**config.mk**
```make
export PLATFORM = sky130hd
export DESIGN_NAME = multicycle_sequencer_flat
export DESIGN_NICKNAME = d
export VERILOG_FILES = /design/src/rtl/multicycle_sequencer_if.sv /design/src/rtl/multicycle_sequencer.sv /design/src/flat_wrapper.sv
export SDC_FILE = /design/constraint.sdc
export NUM_CORES = 1
export LEC_CHECK = 0
export BUFFER_PORTS_ARGS = -buffer_cell sky130_fd_sc_hd__buf_2
export CORE_MARGIN = 8
export CORE_UTILIZATION = 46
export DETAILED_ROUTE_END_ITERATION = 7
export PLACE_DENSITY = 0.84
export SYNTH_ARGS = -nofsm -noshare
export SYNTH_HDL_FRONTEND = slang
export SYNTH_SLANG_ARGS = --single-unit
```
**constraint.sdc**
```tcl
create_clock -name clk -period 2 [get_ports clk]
set_clock_uncertainty 0.05 [all_clocks]
set_input_delay 0.4 -clock clk [delete_from_list [all_inputs] [get_ports clk]]
set_output_delay 0.4 -clock clk [all_outputs]
set_load 0.005 [all_outputs]
```
**src/rtl/multicycle_sequencer_if.sv**
```systemverilog
// Memory port shared between instruction fetch and load/store.
//   mem_req   : access request, held until the cycle mem_ready=1 (inclusive)
//   mem_we    : 1 = store, 0 = read
//   addr_sel  : address mux select, 0 = PC, 1 = ALU result
//   mem_ready : memory acknowledge, only meaningful while mem_req=1
// Modports: master = sequencer side, slave = memory side.
interface multicycle_sequencer_if;
    logic mem_req;
    logic mem_we;
    logic addr_sel;
    logic mem_ready;

    modport master (
        output mem_req,
        output mem_we,
        output addr_sel,
        input  mem_ready
    );

    modport slave (
        input  mem_req,
        input  mem_we,
        input  addr_sel,
        output mem_ready
    );
endinterface

```
**src/rtl/multicycle_sequencer.sv**
```systemverilog
// Multi-cycle instruction sequencer: steps the datapath through
// FETCH/DECODE/EXEC/MEM/WB, gates the single-cycle decoder outputs into
// per-phase strobes, shares one memory port between fetch and load/store
// and retires one instruction per pass.
//
// Parameters:
//   MEM_TIMEOUT : cycles in FETCH/MEM without mem_ready before ERR (0 = none)
//   TMO_W       : timeout counter width, 2**TMO_W > MEM_TIMEOUT
// Optional feature macro: PERF_CNT_EN (retired-instruction counter).
//
// Ports:
//   clk, rst_n        : clock (rising edge), async active-low reset
//   start             : IDLE -> FETCH request, ignored when busy
//   halt_req          : sampled at retire, return to IDLE instead of FETCH
//   dec_mem_to_reg    : decoder load
//   dec_mem_write     : decoder store
//   dec_branch        : decoder branch
//   dec_reg_write     : decoder register writeback
//   branch_taken      : branch condition, valid in EXEC
//   mem               : memory port (mem_req/mem_we/addr_sel out, mem_ready in)
//   ir_we, pc_we      : instruction register load / PC update
//   pc_src_branch     : 1 = branch target, 0 = PC+4 (valid with pc_we)
//   reg_we            : register file write
//   retire            : one-cycle pulse in the last cycle of an instruction
//   busy, err         : state not IDLE/ERR; sticky memory timeout flag
//   state_o           : IDLE=0 FETCH=1 DECODE=2 EXEC=3 MEM=4 WB=5 ERR=6
//   instr_count       : retired count (PERF_CNT_EN), else 0
module multicycle_sequencer #(
    parameter int unsigned MEM_TIMEOUT = 16,
    parameter int unsigned TMO_W       = 5
) (
    input  logic                          clk,
    input  logic                          rst_n,
    input  logic                          start,
    input  logic                          halt_req,
    input  logic                          dec_mem_to_reg,
    input  logic                          dec_mem_write,
    input  logic                          dec_branch,
    input  logic                          dec_reg_write,
    input  logic                          branch_taken,
    multicycle_sequencer_if.master        mem,
    output logic                          ir_we,
    output logic                          pc_we,
    output logic                          pc_src_branch,
    output logic                          reg_we,
    output logic                          retire,
    output logic                          busy,
    output logic                          err,
    output logic [2:0]                    state_o,
    output logic [31:0]                   instr_count
);

    typedef enum logic [2:0] {
        S_IDLE   = 3'd0,
        S_FETCH  = 3'd1,
        S_DECODE = 3'd2,
        S_EXEC   = 3'd3,
        S_MEM    = 3'd4,
        S_WB     = 3'd5,
        S_ERR    = 3'd6
    } state_t;

    localparam logic [TMO_W-1:0] TMO_LAST =
        TMO_W'((MEM_TIMEOUT == 0) ? 0 : MEM_TIMEOUT - 1);

    state_t           state_q, state_d;
    logic             ld_q, ld_d;
    logic             st_q, st_d;
    logic             br_q, br_d;
    logic             rw_q, rw_d;
    logic [TMO_W-1:0] tmo_q, tmo_d;
    logic             mem_req_q, mem_req_d;
    logic             mem_we_q, mem_we_d;
    logic             addr_sel_q, addr_sel_d;
    logic             busy_q, busy_d;
    logic             err_q, err_d;
    logic             tmo_hit;
`ifdef PERF_CNT_EN
    logic [31:0]      cnt_q, cnt_d;
`endif

    always_comb begin
        state_d       = state_q;
        ld_d          = ld_q;
        st_d          = st_q;
        br_d          = br_q;
        rw_d          = rw_q;
        tmo_d         = '0;
        ir_we         = 1'b0;
        pc_we         = 1'b0;
        pc_src_branch = 1'b0;
        reg_we        = 1'b0;
        retire        = 1'b0;
        tmo_hit       = (MEM_TIMEOUT != 0) && (tmo_q == TMO_LAST);

        case (state_q)
            S_IDLE: begin
                if (start) state_d = S_FETCH;
            end
            S_FETCH: begin
                if (mem.mem_ready) begin
                    ir_we   = 1'b1;
                    pc_we   = 1'b1;
                    state_d = S_DECODE;
                end else if (tmo_hit) begin
                    state_d = S_ERR;
                end else begin
                    tmo_d = tmo_q + TMO_W'(1);
                end
            end
            S_DECODE: begin
                ld_d    = dec_mem_to_reg;
                st_d    = dec_mem_write;
                br_d    = dec_branch;
                rw_d    = dec_reg_write;
                state_d = S_EXEC;
            end
            S_EXEC: begin
                // Priority branch > memory > writeback; nothing latched is a NOP.
                if (br_q) begin
                    pc_we         = branch_taken;
                    pc_src_branch = 1'b1;
                    retire        = 1'b1;
                end else if (st_q || ld_q) begin
                    state_d = S_MEM;
                end else if (rw_q) begin
                    state_d = S_WB;
                end else begin
                    retire = 1'b1;
                end
            end
            S_MEM: begin
                if (mem.mem_ready) begin
                    // Store wins when both load and store were latched.
                    if (st_q) retire  = 1'b1;
                    else      state_d = S_WB;
                end else if (tmo_hit) begin
                    state_d = S_ERR;
                end else begin
                    tmo_d = tmo_q + TMO_W'(1);
                end
            end
            S_WB: begin
                reg_we = 1'b1;
                retire = 1'b1;
            end
            S_ERR: begin
                state_d = S_ERR;
            end
            default: begin
                state_d = S_IDLE;
            end
        endcase

        if (retire) state_d = halt_req ? S_IDLE : S_FETCH;

        // Port outputs are registered from the next state so they are
        // glitch-free and stay stable across wait cycles.
        mem_req_d  = (state_d == S_FETCH) || (state_d == S_MEM);
        addr_sel_d = (state_d == S_MEM);
        mem_we_d   = (state_d == S_MEM) && st_d;
        busy_d     = (state_d != S_IDLE) && (state_d != S_ERR);
        err_d      = err_q || (state_d == S_ERR);
`ifdef PERF_CNT_EN
        cnt_d      = cnt_q + {31'd0, retire};
`endif
    end

    always_ff @(posedge clk or negedge rst_n) begin
        if (!rst_n) begin
            state_q    <= S_IDLE;
            ld_q       <= 1'b0;
            st_q       <= 1'b0;
            br_q       <= 1'b0;
            rw_q       <= 1'b0;
            tmo_q      <= '0;
            mem_req_q  <= 1'b0;
            mem_we_q   <= 1'b0;
            addr_sel_q <= 1'b0;
            busy_q     <= 1'b0;
            err_q      <= 1'b0;
`ifdef PERF_CNT_EN
            cnt_q      <= '0;
`endif
        end else begin
            state_q    <= state_d;
            ld_q       <= ld_d;
            st_q       <= st_d;
            br_q       <= br_d;
            rw_q       <= rw_d;
            tmo_q      <= tmo_d;
            mem_req_q  <= mem_req_d;
            mem_we_q   <= mem_we_d;
            addr_sel_q <= addr_sel_d;
            busy_q     <= busy_d;
            err_q      <= err_d;
`ifdef PERF_CNT_EN
            cnt_q      <= cnt_d;
`endif
        end
    end

    assign mem.mem_req  = mem_req_q;
    assign mem.mem_we   = mem_we_q;
    assign mem.addr_sel = addr_sel_q;
    assign busy         = busy_q;
    assign err          = err_q;
    assign state_o      = state_q;
`ifdef PERF_CNT_EN
    assign instr_count  = cnt_q;
`else
    assign instr_count  = '0;
`endif

endmodule

```
**src/flat_wrapper.sv**
```systemverilog
// flat-port wrapper written by rule: the top's interface ports become plain ports
module multicycle_sequencer_flat 
#(
    parameter int unsigned MEM_TIMEOUT = 16,
    parameter int unsigned TMO_W       = 5
)
  (clk, rst_n, start, halt_req, dec_mem_to_reg, dec_mem_write, dec_branch, dec_reg_write, branch_taken, ir_we, pc_we, pc_src_branch, reg_we, retire, busy, err, state_o, instr_count, mem_mem_req, mem_mem_we, mem_addr_sel, mem_mem_ready);
  multicycle_sequencer_if mem_i ();
  input  logic clk;
  input  logic rst_n;
  input  logic start;
  input  logic halt_req;
  input  logic dec_mem_to_reg;
  input  logic dec_mem_write;
  input  logic dec_branch;
  input  logic dec_reg_write;
  input  logic branch_taken;
  output logic ir_we;
  output logic pc_we;
  output logic pc_src_branch;
  output logic reg_we;
  output logic retire;
  output logic busy;
  output logic err;
  output logic [2:0] state_o;
  output logic [31:0] instr_count;
  output wire logic [$bits(mem_i.mem_req)-1:0] mem_mem_req;
  output wire logic [$bits(mem_i.mem_we)-1:0] mem_mem_we;
  output wire logic [$bits(mem_i.addr_sel)-1:0] mem_addr_sel;
  input wire logic [$bits(mem_i.mem_ready)-1:0] mem_mem_ready;
  assign mem_mem_req = mem_i.mem_req;
  assign mem_mem_we = mem_i.mem_we;
  assign mem_addr_sel = mem_i.addr_sel;
  assign mem_i.mem_ready = mem_mem_ready;
  multicycle_sequencer #(.MEM_TIMEOUT(MEM_TIMEOUT), .TMO_W(TMO_W)) u_core (.clk(clk), .rst_n(rst_n), .start(start), .halt_req(halt_req), .dec_mem_to_reg(dec_mem_to_reg), .dec_mem_write(dec_mem_write), .dec_branch(dec_branch), .dec_reg_write(dec_reg_write), .branch_taken(branch_taken), .mem(mem_i), .ir_we(ir_we), .pc_we(pc_we), .pc_src_branch(pc_src_branch), .reg_we(reg_we), .retire(retire), .busy(busy), .err(err), .state_o(state_o), .instr_count(instr_count));
endmodule
```
==> results.txt <==
The flow ran to the end, and the final reports show no timing, DRC or antenna violations. The routed wirelength normalized by instance count works out to 14.64 um. By count the netlist is led by sky130_fd_sc_hd__buf_4, sky130_fd_sc_hd__dfrtp_1, sky130_fd_sc_hd__nor2_1, sky130_fd_sc_hd__nand2_1. Height of the die: 66.89 um. Static power due to leakage: 0.6448 nW. Synthesis handed over a netlist of 118 instances. The tool flagged a number of max-cap violations equal to 0. Counting I/O delays and the setup requirement, the final critical path takes 1.971 ns. The run gives 0.3571 as the sequential element share of the synthesized area. The logs give 0.0009568 W for the internal portion of total power and 0 for the initial antenna violation count.

With fillers left out, the area of the finished cells amounts to 1249 um^2. The synthesized-area fraction occupied by and/or/nand/nor cells was 0.1754. For this design the total switching power over the nets is 0.0007153 W.

Dividing the detail-routed via count by the number of cells gives 4.850. The maximum clock frequency is 507.3 MHz, and the die span in x is 66.89 um. Across the whole layout, storage elements account for 429.2 um^2. The logs give 0.1156 for the total global routing track utilization and 0 for the count of final hold-check violations. The floorplan step defined a core boundary enclosing 2477 um^2. After clock tree synthesis, the clock-pin slew on the worst setup and hold paths is 0.09 ns. Compound-cell area share of the yosys netlist: 0.1460.

Yosys mapped a number of flops with a built-in enable equal to 0. The final standard cell utilization of the core was 0.5040; the number of levels the H-tree was split into was 1. Summing all placed instances gives a cell area of 1199 um^2. After the first detailed-routing iteration, the DRC count stood at 86. The logs give 0.530 for the logic gate share of total power and 155 for the post-layout net count.

The first global-routing pass estimated 4.002 mm of wire. 55 I/O pins were placed. Counting distinct cell types in the post-synthesis netlist gives 44. The mean post-synth cell area is 10.09 um^2, and the cell area after synthesis is 1191 um^2.

Multiplexer fraction of the synthesized cell area: 0.03782. At the worst endpoint, the required time is 1.55 ns. The overall power consumption was 0.001672 W.

In this run the worst setup path terminates at pc_we. TritonCTS built the clock tree. Area share of the largest cell type after synthesis: 0.3571. The cell with the most instances after synthesis was sky130_fd_sc_hd__buf_4. The data arrival at the endpoint of the critical path was 1.52 ns; the layout-stage area growth over the synthesis result was 4.832%.

The fraction of registers with async set or reset after synthesis was 1.000; the clock network fraction of total power was 0.110. The peak supply drop came out at 655.7 uV. For this design, the sink count on the clock tree is 17. The worst setup path is launched from a register.

The share of total power consumed by net switching came out at 0.4278. The count of final max-slew check failures was 0; the clock network latency to the later pin of the worst-skew pair was 0.29 ns. The number of buffers created by CTS was 3.

The tools report the library cell used as clock root buffer as sky130_fd_sc_hd__clkbuf_4. Synthesized flop and latch total: 17. No sink is reached through more buffers than the 2 on the longest clock path. The filler cells instantiated in the layout total 237. Quantity of I/O buffers inserted on ports: 22. By area the synthesized netlist is led by sky130_fd_sc_hd__dfrtp_1, sky130_fd_sc_hd__buf_4, sky130_fd_sc_hd__mux2_2.

For this run, the leading register cell type out of synthesis is sky130_fd_sc_hd__dfrtp_1. The startpoint of the lowest-slack register-to-register path was u_core.tmo_q[0]$_DFF_PN0_. Detailed placement finished with a half-perimeter wire length of 2.060 mm. The synthesized-area fraction occupied by xor and xnor cells is 0.02941, and the final cycle utilization of the critical path is 0.9855.

Part of the power in registers: 0.360. Total iterations of the first detailed-routing run: 6. Global routing finished with a remaining overflow of 0.

End of the worst register-to-register path: u_core.mem.mem_we$_DFF_PN0_. For this run, design rule violations remaining after detail routing come to 0. The combinational family with the most area after synthesis is buffers and inverters.

The area share of fa/ha/maj cells after synthesis was 0.01050; the pin count of the biggest net entering global routing was 18. Setup violations remaining at the end of the flow were counted as 0. In this run the core area contains 18 standard-cell rows. 0 antenna diodes ended up in the layout. The starting density of the core is 0.4808, and the cell count of the worst reg-to-reg path is 6. The biggest area contributor in the post-synthesis netlist is sky130_fd_sc_hd__dfrtp_1. The count of nets left with antenna violations once routing finished came out at 0.

At the end of routability-driven placement, the weighted congestion stood at 0.8554. The worst setup path is of the reg2out kind. The share of layout cells above drive strength 1 was 0.3636.

The launch point of the critical path was u_core.state_o[2]$_DFF_PN0_. The worst setup path is captured at an output port. The via count of the first global-routing pass is 857. Setup repair after global routing could not meet its margin everywhere. The multi-input combinational cells in the finished layout cover a total of 598.1 um^2.

The worst-path maximum fanout was 11. Power spread over the standard cell area amounts to 1339 nW/um^2. For the setup slack on the worst flop-to-flop path, the log shows 0.17 ns.

The tools report the die outline area as 4474 um^2. In this run the worst hold path is classified as in2reg. The Yosys step of the flow raised 0 warnings. Across all layers, the routed design uses 839 vias.

The final layout contains routed wiring with a total length of 2.533 mm.
[cells by family (layout without fill, tap and decap cells)]
family / Yosys count / in the layout
AO/OA/AOI/OAI: 17 / 17
buffers and inverters: 40 / 34
AND/OR/NAND/NOR: 34 / 34
XOR/XNOR: 4 / 4
adder cells (fa/ha/maj): 1 / 1
other: 1 / 32
flip-flops: 17 / 17
multiplexers: 4 / 4
[worst max-delay path, stage by stage, from the launching register on]
cell and delay (ns):
sky130_fd_sc_hd__dfrtp_2 0.52, sky130_fd_sc_hd__nor2b_2 0.25, sky130_fd_sc_hd__and3_1 0.21, sky130_fd_sc_hd__a31o_2 0.15, sky130_fd_sc_hd__buf_2 0.10
[layout by cell type (no fill, tap or decap), types with 5 or more instances in the layout]
cell | Yosys | final
sky130_fd_sc_hd__conb_1 | 1 | 32
sky130_fd_sc_hd__dfrtp_1 | 17 | 14
sky130_fd_sc_hd__buf_2 | 1 | 22
sky130_fd_sc_hd__nand2_1 | 5 | 5
sky130_fd_sc_hd__nor2_1 | 7 | 7
[cell type report]
| type | instances | share of cell area |
|---|---|---|
| tap | 30 | 0.03006 |
| sequential | 17 | 0.3437 |
| inverter | 4 | 0.01202 |
| clock buffer | 4 | 0.02104 |
| multi-input combinational | 92 | 0.4790 |
| timing repair buffer | 26 | 0.1142 |
[what timing repair did]
item                       4_1_cts  5_1_grt
resized for setup                2        2
setup buffers                    1        0
setup endpoints to repair        2        3
hold buffers                     1        0
pin swaps                        0        2
hold endpoints to repair        17        0
[per-stage QoR]
step | hold WS (ns) | std cells | worst slack [ns] | TNS (ns)
final | 0.2790 | 173 | 0.02897 | 0
after global routing | 0.2786 | 173 | -0.04411 | -0.08112
after CTS | 0.2696 | 173 | 0.01443 | 0
after detailed placement | 0.2920 | 167 | 0.1665 | 0
after global placement | 0.2824 | 167 | 0.2399 | 0
after floorplan | 0.05441 | 149 | 0.3402 | 0
[worst min-delay path by stage]
stage	from	end	slack, ns	depth (start not counted)
after floorplan	rst_n	u_core.br_q$_DFFE_PN0P_	0.05	0
after global placement	rst_n	u_core.tmo_q[3]$_DFF_PN0_	0.28	1
after detailed placement	rst_n	u_core.tmo_q[2]$_DFF_PN0_	0.29	1
after CTS	dec_branch	u_core.br_q$_DFFE_PN0P_	0.27	2
after global routing	dec_branch	u_core.br_q$_DFFE_PN0P_	0.28	2
final	dec_branch	u_core.br_q$_DFFE_PN0P_	0.28	2
[per-layer routing]
layer	routed length [um]	share of wire	up-vias	track usage
li1	-	-	394	-
met1	944	0.37	404	0.1256
met2	1311	0.52	35	0.1995
met3	214	0.084	6	0.02517
met4	63	0.025	0	0.07050
met5	0	0	-	0
[power by group through the flow]
| stage | logic [W] | clock network, W | registers [W] |
|---|---|---|---|
| finish | 0.000886 | 0.000183 | 0.000603 |
| global route | 0.000988 | 0.000206 | 0.000614 |
| floorplan | 0.000740 | 0 | 0.000543 |
| global placement | 0.000812 | 0 | 0.000606 |
| detailed placement | 0.000849 | 0 | 0.000618 |
| CTS | 0.000891 | 0.000192 | 0.000595 |
[sequential cells by signal, indices dropped and copies added (netlist names)]
name / cells
u_core.mem.addr_sel: 1
u_core.tmo_q: 5
u_core.ld_q: 1
u_core.st_q: 1
u_core.br_q: 1
u_core.err: 1
u_core.busy: 1
u_core.mem.mem_req: 1
u_core.state_o: 3
u_core.mem.mem_we: 1
u_core.rw_q: 1
Power figures use the tool's default switching activity.
